<file path="src/rtl/or_accumulate_32_pkg.sv">
// Shared constants and state encoding for the OR-reduction front-end.
// Encoding 2'd3 is unused and recovers to IDLE.
package or_accumulate_32_pkg;

    localparam int WIDTH_DEF   = 32;
    localparam int COUNT_W_DEF = 8;

    typedef enum logic [1:0] {
        ST_IDLE  = 2'd0,
        ST_ACCUM = 2'd1,
        ST_DONE  = 2'd2
    } state_t;

endpackage

</file>
<file path="src/rtl/bitwise_or_32.sv">
// Combinational 32-bit bitwise OR stage; c = a | b.
module bitwise_or_32 (
    input  logic [31:0] a,
    input  logic [31:0] b,
    output logic [31:0] c
);

    assign c = a | b;

endmodule

</file>
<file path="src/rtl/or_accumulate_32.sv">
// Valid/ready front-end that OR-reduces len words into one result.
//   state | meaning
//   IDLE  | waiting for start; out_data holds the last result
//   ACCUM | accepting words, one per cycle, until remaining hits terminal count
//   DONE  | result presented on out_valid until out_ready
module or_accumulate_32
    import or_accumulate_32_pkg::*;
#(
    parameter int WIDTH   = WIDTH_DEF,
    parameter int COUNT_W = COUNT_W_DEF
) (
    input  logic               clk,
    input  logic               rst,
    input  logic               start,
    input  logic [COUNT_W-1:0] len,
    input  logic               in_valid,
    output logic               in_ready,
    input  logic [WIDTH-1:0]   in_data,
    output logic               out_valid,
    input  logic               out_ready,
    output logic [WIDTH-1:0]   out_data,
    output logic               busy,
    output logic [COUNT_W-1:0] count
);

    state_t             state;
    state_t             state_nxt;
    logic [WIDTH-1:0]   acc;
    logic [WIDTH-1:0]   acc_nxt;
    logic [WIDTH-1:0]   or_c;
    logic [COUNT_W-1:0] remaining;
    logic [COUNT_W-1:0] remaining_nxt;
    logic [COUNT_W-1:0] count_nxt;

    bitwise_or_32 u_or (
        .a (acc),
        .b (in_data),
        .c (or_c)
    );

    always_ff @(posedge clk) begin
        if (rst) begin
            state     <= ST_IDLE;
            acc       <= '0;
            remaining <= '0;
            count     <= '0;
        end else begin
            state     <= state_nxt;
            acc       <= acc_nxt;
            remaining <= remaining_nxt;
            count     <= count_nxt;
        end
    end

    always_comb begin
        state_nxt     = state;
        acc_nxt       = acc;
        remaining_nxt = remaining;
        count_nxt     = count;
        in_ready      = 1'b0;
        out_valid     = 1'b0;
        case (state)
            ST_IDLE: begin
                if (start) begin
                    acc_nxt   = '0;
                    count_nxt = '0;
                    if (len != '0) begin
                        remaining_nxt = len;
                        state_nxt     = ST_ACCUM;
                    end else begin
                        remaining_nxt = '0;
                        state_nxt     = ST_DONE;
                    end
                end
            end
            ST_ACCUM: begin
                in_ready = 1'b1;
                if (in_valid) begin
                    acc_nxt       = or_c;
                    remaining_nxt = remaining - COUNT_W'(1);
                    count_nxt     = count + COUNT_W'(1);
                    if (remaining == COUNT_W'(1)) begin
                        state_nxt = ST_DONE;
                    end
                end
            end
            ST_DONE: begin
                out_valid = 1'b1;
                if (out_ready) begin
                    state_nxt = ST_IDLE;
                end
            end
            default: state_nxt = ST_IDLE;
        endcase
    end

    // acc is only rewritten on start or beats, so it doubles as the held result.
    assign out_data = acc;
    assign busy     = (state != ST_IDLE);

endmodule

</file>
<file path="config.mk">
export PLATFORM = sky130hd
export DESIGN_NAME = or_accumulate_32
export DESIGN_NICKNAME = d
export VERILOG_FILES = /design/src/rtl/or_accumulate_32_pkg.sv /design/src/rtl/bitwise_or_32.sv /design/src/rtl/or_accumulate_32.sv
export SDC_FILE = /design/constraint.sdc
export NUM_CORES = 1
export LEC_CHECK = 0
export ABC_AREA = 1
export CORE_MARGIN = 1
export CORE_UTILIZATION = 41
export DETAILED_ROUTE_END_ITERATION = 12
export GPL_TIMING_DRIVEN = 0
export PLACE_DENSITY = 0.76
export SETUP_SLACK_MARGIN = 0.15
export SYNTH_ARGS = -nofsm -noshare
export SYNTH_HDL_FRONTEND = slang
export SYNTH_HIERARCHICAL = 1
export SYNTH_SLANG_ARGS = --single-unit
</file>
<file path="constraint.sdc">
create_clock -name clk -period 1.2 [get_ports clk]
set_input_delay 0.3 -clock clk [delete_from_list [all_inputs] [get_ports clk]]
set_output_delay 0.3 -clock clk [all_outputs]
set_load 0.01 [all_outputs]
</file>
Yosys cells after proc, flatten, opt, wreduce, memory -nomap -nowiden
Index checks and enable logic that the tools add are counted.
{ "totals": {"out_inout_bits": 43, "in_bits": 45, "reg_bits": 50, "word_cells": 38} }
{ "classes": {"bitwise_logic": 1, "n_reduce_logical": 6, "eq_ne": 7, "n_mux": 18, "addsub": 2} }
{ "ops": {"columns": ["cell", "count"], "rows": [
  ["32-bit 2-to-1 mux", 2],
  ["32-bit one-hot mux with 2 select lines", 1],
  ["8-bit 2-to-1 mux", 5],
  ["32-bit OR", 1],
  ["8-bit one-hot mux with 2 select lines", 2],
  ["2-bit 2-to-1 mux", 5],
  ["8-bit by 1-bit adder with 8-bit output (second input constant)", 1],
  ["8-bit by 1-bit == test with 1-bit output (second input constant)", 1],
  ["2-bit != test (second input constant)", 4],
  ["8-bit nonzero test", 1],
  ["8-bit by 1-bit subtractor with 8-bit output (second input constant)", 1],
  ["2-bit one-hot mux with 3 select lines", 1],
  ["4-bit AND reduction", 1],
  ["2-bit nonzero test", 2],
  ["3-bit AND reduction", 1],
  ["2-bit by 1-bit == test with 1-bit output (second input constant)", 1],
  ["2-bit == test (second input constant)", 1],
  ["2-bit zero test", 1],
  ["1-bit 2-to-1 mux", 2]
]} }

Depth between registers and ports, before layout
{ "logic_depth": {"word_depth": 4, "ltp_mapped": 9, "ltp_nobuf": 9} }

Modules after synthesis
The synthesis kept the hierarchy.
{ "modules_own_cells": {"columns": ["mod", "area_per_inst_um2", "instances", "seq_area_each_um2", "cells_each"], "rows": [
  ["or_accumulate_32", 2244.7, 1, 1001.0, 318],
  ["bitwise_or_32", 360.3, 1, 0.0, 96]
]} }

Least setup slack after synthesis
No wires, ideal clock.
{ "synth_timing": {"kind": "flip-flop to flip-flop", "start": "reg state[0]", "end": "reg count[7]", "setup_slack_ns": -0.079, "setup_time_ns": 0.118, "path_stages_with_launch": 9, "arrival_ns": 1.162, "required_time_ns": 1.082, "period_less_slack_ns": 1.279, "cell_sequence": "dfxtp_1 inv_2 nor2_8 nand2_4 nand2_4 buf_6 nand3_4 nor3_1 nor2_1"} }
{ "synth_between": {"elab_chain_cells": 3} }
{ "synth_lines": {"columns": ["element", "line", "text"], "rows": [
  ["start, declared", "or_accumulate_32.sv:26", "state_t state;"],
  ["start signal, assigned", "or_accumulate_32.sv:48", "state <= state_nxt;"],
  ["2-bit by 1-bit == test with 1-bit output or 2-bit zero test (tied branches)", "or_accumulate_32.sv:62", "case (state)"],
  ["2-bit != test (no line) or 2-bit nonzero test (tied branches)", null, null],
  ["3-bit AND reduction (no line)", null, null],
  ["end signal, assigned", "or_accumulate_32.sv:51", "count <= count_nxt;"],
  ["end, declared", "or_accumulate_32.sv:23", "output logic [COUNT_W-1:0] count"]
]} }
Parallel ways exist; a longest one is shown, timed or not.
A chain may end at the register's enable or synchronous reset.

Worst setup path in the final report
{ "layout_timing": {"start": "reg state[1]", "end": "reg state[0]"} }
{ "layout_between": {"elab_chain_cells": 3} }
{ "layout_lines": {"columns": ["element", "line"], "rows": [
  ["2-bit by 1-bit == test with 1-bit output (tied with other cells)", "or_accumulate_32.sv:62"],
  ["2-bit != test (no line)", null],
  ["4-bit AND reduction (no line)", null]
]} }
Parallel ways exist; a longest one is shown, timed or not.

==> results.ini <==
[synth]
synth_top_area_share_pct = 38.42
synth_seq_area_share_pct = 38.42
ys_seq_elements = 50
syn_avg_cell_area_um2 = 6.292
synth_top_area_cell = dfxtp_1
synth.distinct_cells = 22
synth_cells = 414
synth_nets = 462
synth.cell_area_mm2 = 0.002605
yosys-top-cells-area = dfxtp_1, nand2_1, inv_1
ys_warn_count = 6

[floorplanning]
io_pins = 88
core_mm2 = 0.006026
fp.dieH_um = 81.71
dieArea_mm2 = 0.006677
initial_core_util_pct = 43.23
die_w_um = 81.71
rows = 28

[worst_setup_path]
cp-start-kind = register
path_cells = inv_2 -> nand2_1 -> o21ai_0 -> inv_1 -> nand3_1 -> nand2_1 -> inv_1 -> nor2_1
cp_top_family = flip-flops
crit_type = register to register
cp-end-kind = register
slowest_delay_ns = 0.39
cp.buffers_inverters = 3
r2r_slack_ns = -0.21
required_ns = 1.42
crit_slowest_cell = dfxtp_4
worst_ep_arrival_time_ns = 1.62
cp_max_fo = 9

[finish]
ff_latch_area_mm2 = 0.001067
final_core_util_pct = 73.01
fill_cells = 498
drive_above_1_share_pct = 34.11
final_cell_mix = nand2_1, inv_1, buf_6
diodes = 0
fin_nets = 607
areaGrowthSynthToFinish_pct = 68.88
multi_input_area_mm2 = 0.001304
layout_commonest_cell = nand2_1

[global_routing]
grt_pass1_wl_mm = 11.76
grt_remaining_overflow = 0
antenna_found_initial = 0
grt_max_degree = 16
track_usage_pct = 22.82
first_global_vias = 2728

[route]
final_antenna_net_count = 0
remaining_drc_errors = 0
wl_mm = 7.566
dr.first_iter.drc_count = 206
wl_per_cell_um = 11.91
viasPerCell = 4.723
vias = 2999
drtPass1Iterations = 5

[hold_path]
hold_path.class = register to register

[sta]
fmax_ghz = 0.7100
fin_crit_ns = 1.408
finalSetupViolCount = 54
tightestPinTransition_ns = 0.3037
finalCritPeriodShare_pct = 117.4
fin_tns_setup_ns = -5.477
slew_headroom_pct = 79.54
layout_setup_ws_ns = -0.2084
hold_viol = 0
rsz0062_at_grt = true
drv_slew = 0
fin_skew_ns = 0.005712

[clock_network]
clk_pin_slew_worst_paths_ns = 0.09
cts.sinks = 50
cts_tree = yes
clk_latency_ns = 0.31
cts_buffer_depth = 2
cts_buffers = 5
cts_max_level = 2
hold_buffers = 0
cts_root_buf = clkbuf_8

[place]
pre_cts_slack_ns = -0.6241
dpl.hpwl_mm = 4.884
port_buffers = 87
place_congestion = 0.8979

[pwr]
p_leak_nw = 2.038
cellPowerDensity_mw_per_mm2 = 1611
ir_drop_mv = 1.108

[flow_run]
drv_cap = 0

[status]
violations = negative setup slack
outcome = finished with violations

==> per-layer routing <==
metal	wire length, um	vias to the layer above	share of wire (%)	global-route usage [%]
met2	3919	97	52	42.08
li1	-	1533	-	-
met3	384	9	5.1	3.778
met5	0	-	0	0
met1	3159	1360	42	25.56
met4	103	0	1.4	10.00
==> power by group <==
| part | internal (mW) | switching (mW) | leakage [nW] | total [mW] |
|---|---|---|---|---|
| Clock | 0.529 | 0.574 | 0.0544 | 1.10 |
| Sequential | 1.99 | 0.332 | 0.428 | 2.32 |
| Combinational | 1.81 | 1.85 | 1.56 | 3.66 |
| Total | 4.33 | 2.76 | 2.04 | 7.09 |
==> kinds of logic (layout without fill, tap and decap cells) <==
| group | Yosys count | in the layout | synth area share, % |
|---|---|---|---|
| buffers and inverters | 103 | 249 | 16.71 |
| adder cells (fa/ha/maj) | 3 | 3 | 1.441 |
| AND/OR/NAND/NOR | 194 | 194 | 30.88 |
| AO/OA/AOI/OAI | 64 | 64 | 12.54 |
| flip-flops | 50 | 50 | 38.42 |
==> layout make-up <==
class	instances	share of cell area (%)
multi-input cells	261	29.64
inverters	91	8.220
clock buffers	7	2.190
plain buffers	12	2.673
clock inverters	1	0.1991
repair buffers	138	30.69
well taps	75	2.133
flip-flops and latches	50	24.26
==> synth_stat cells, drive strengths merged <==
master	instances
buf	8
clkinv	1
nand2	141
o211ai	1
o21ai	15
nor3	4
a21oi	48
inv	90
clkbuf	4
nor2	30
ha	3
nand3	18
nand4	1
dfxtp	50
==> flip-flops by register name (all words and copies together), names as in the netlist <==
name and count:
count 8, out_data 32, remaining 8, state 2
==> worst min-delay path, stage by stage (launching register included) <==
cell     delay (ns)
dfxtp_2        0.34
nand2_1        0.06
a21oi_1        0.05
==> metrics by stage <==
| stage | std cells | hold slack (ns) | instance area (um2) | total power [mW] |
|---|---|---|---|---|
| 6_report | 635 | 0.4798 | 4399 | 7.086 |
| 5_1_grt | 635 | 0.5024 | 4399 | 7.563 |
| 4_1_cts | 619 | 0.4855 | 4160 | 6.642 |
| 3_5_place_dp | 576 | 0.4644 | 3605 | 4.917 |
| 3_3_place_gp | 576 | 0.4546 | 3605 | 4.844 |
| 2_1_floorplan | 414 | 0.4530 | 2640 | 3.944 |
==> worst paths after layout <==
check	from	end	depth (start not counted)
max	state[1]$_SDFFE_PP0P_	state[0]$_SDFFE_PP0P_	8
max reg2reg	state[1]$_SDFFE_PP0P_	state[0]$_SDFFE_PP0P_	8
min	out_data[19]$_SDFFE_PP0P_	out_data[19]$_SDFFE_PP0P_	2
min reg2reg	out_data[19]$_SDFFE_PP0P_	out_data[19]$_SDFFE_PP0P_	2
==> timing repair <==
action,4_1_cts,5_1_grt
hold endpoints to repair,0,0
pin swaps,7,10
buffers inserted,34,16
endpoints found under the setup margin,93,93
cloned,1,0
gates resized for setup,271,37
Power figures use the tool's default switching activity.
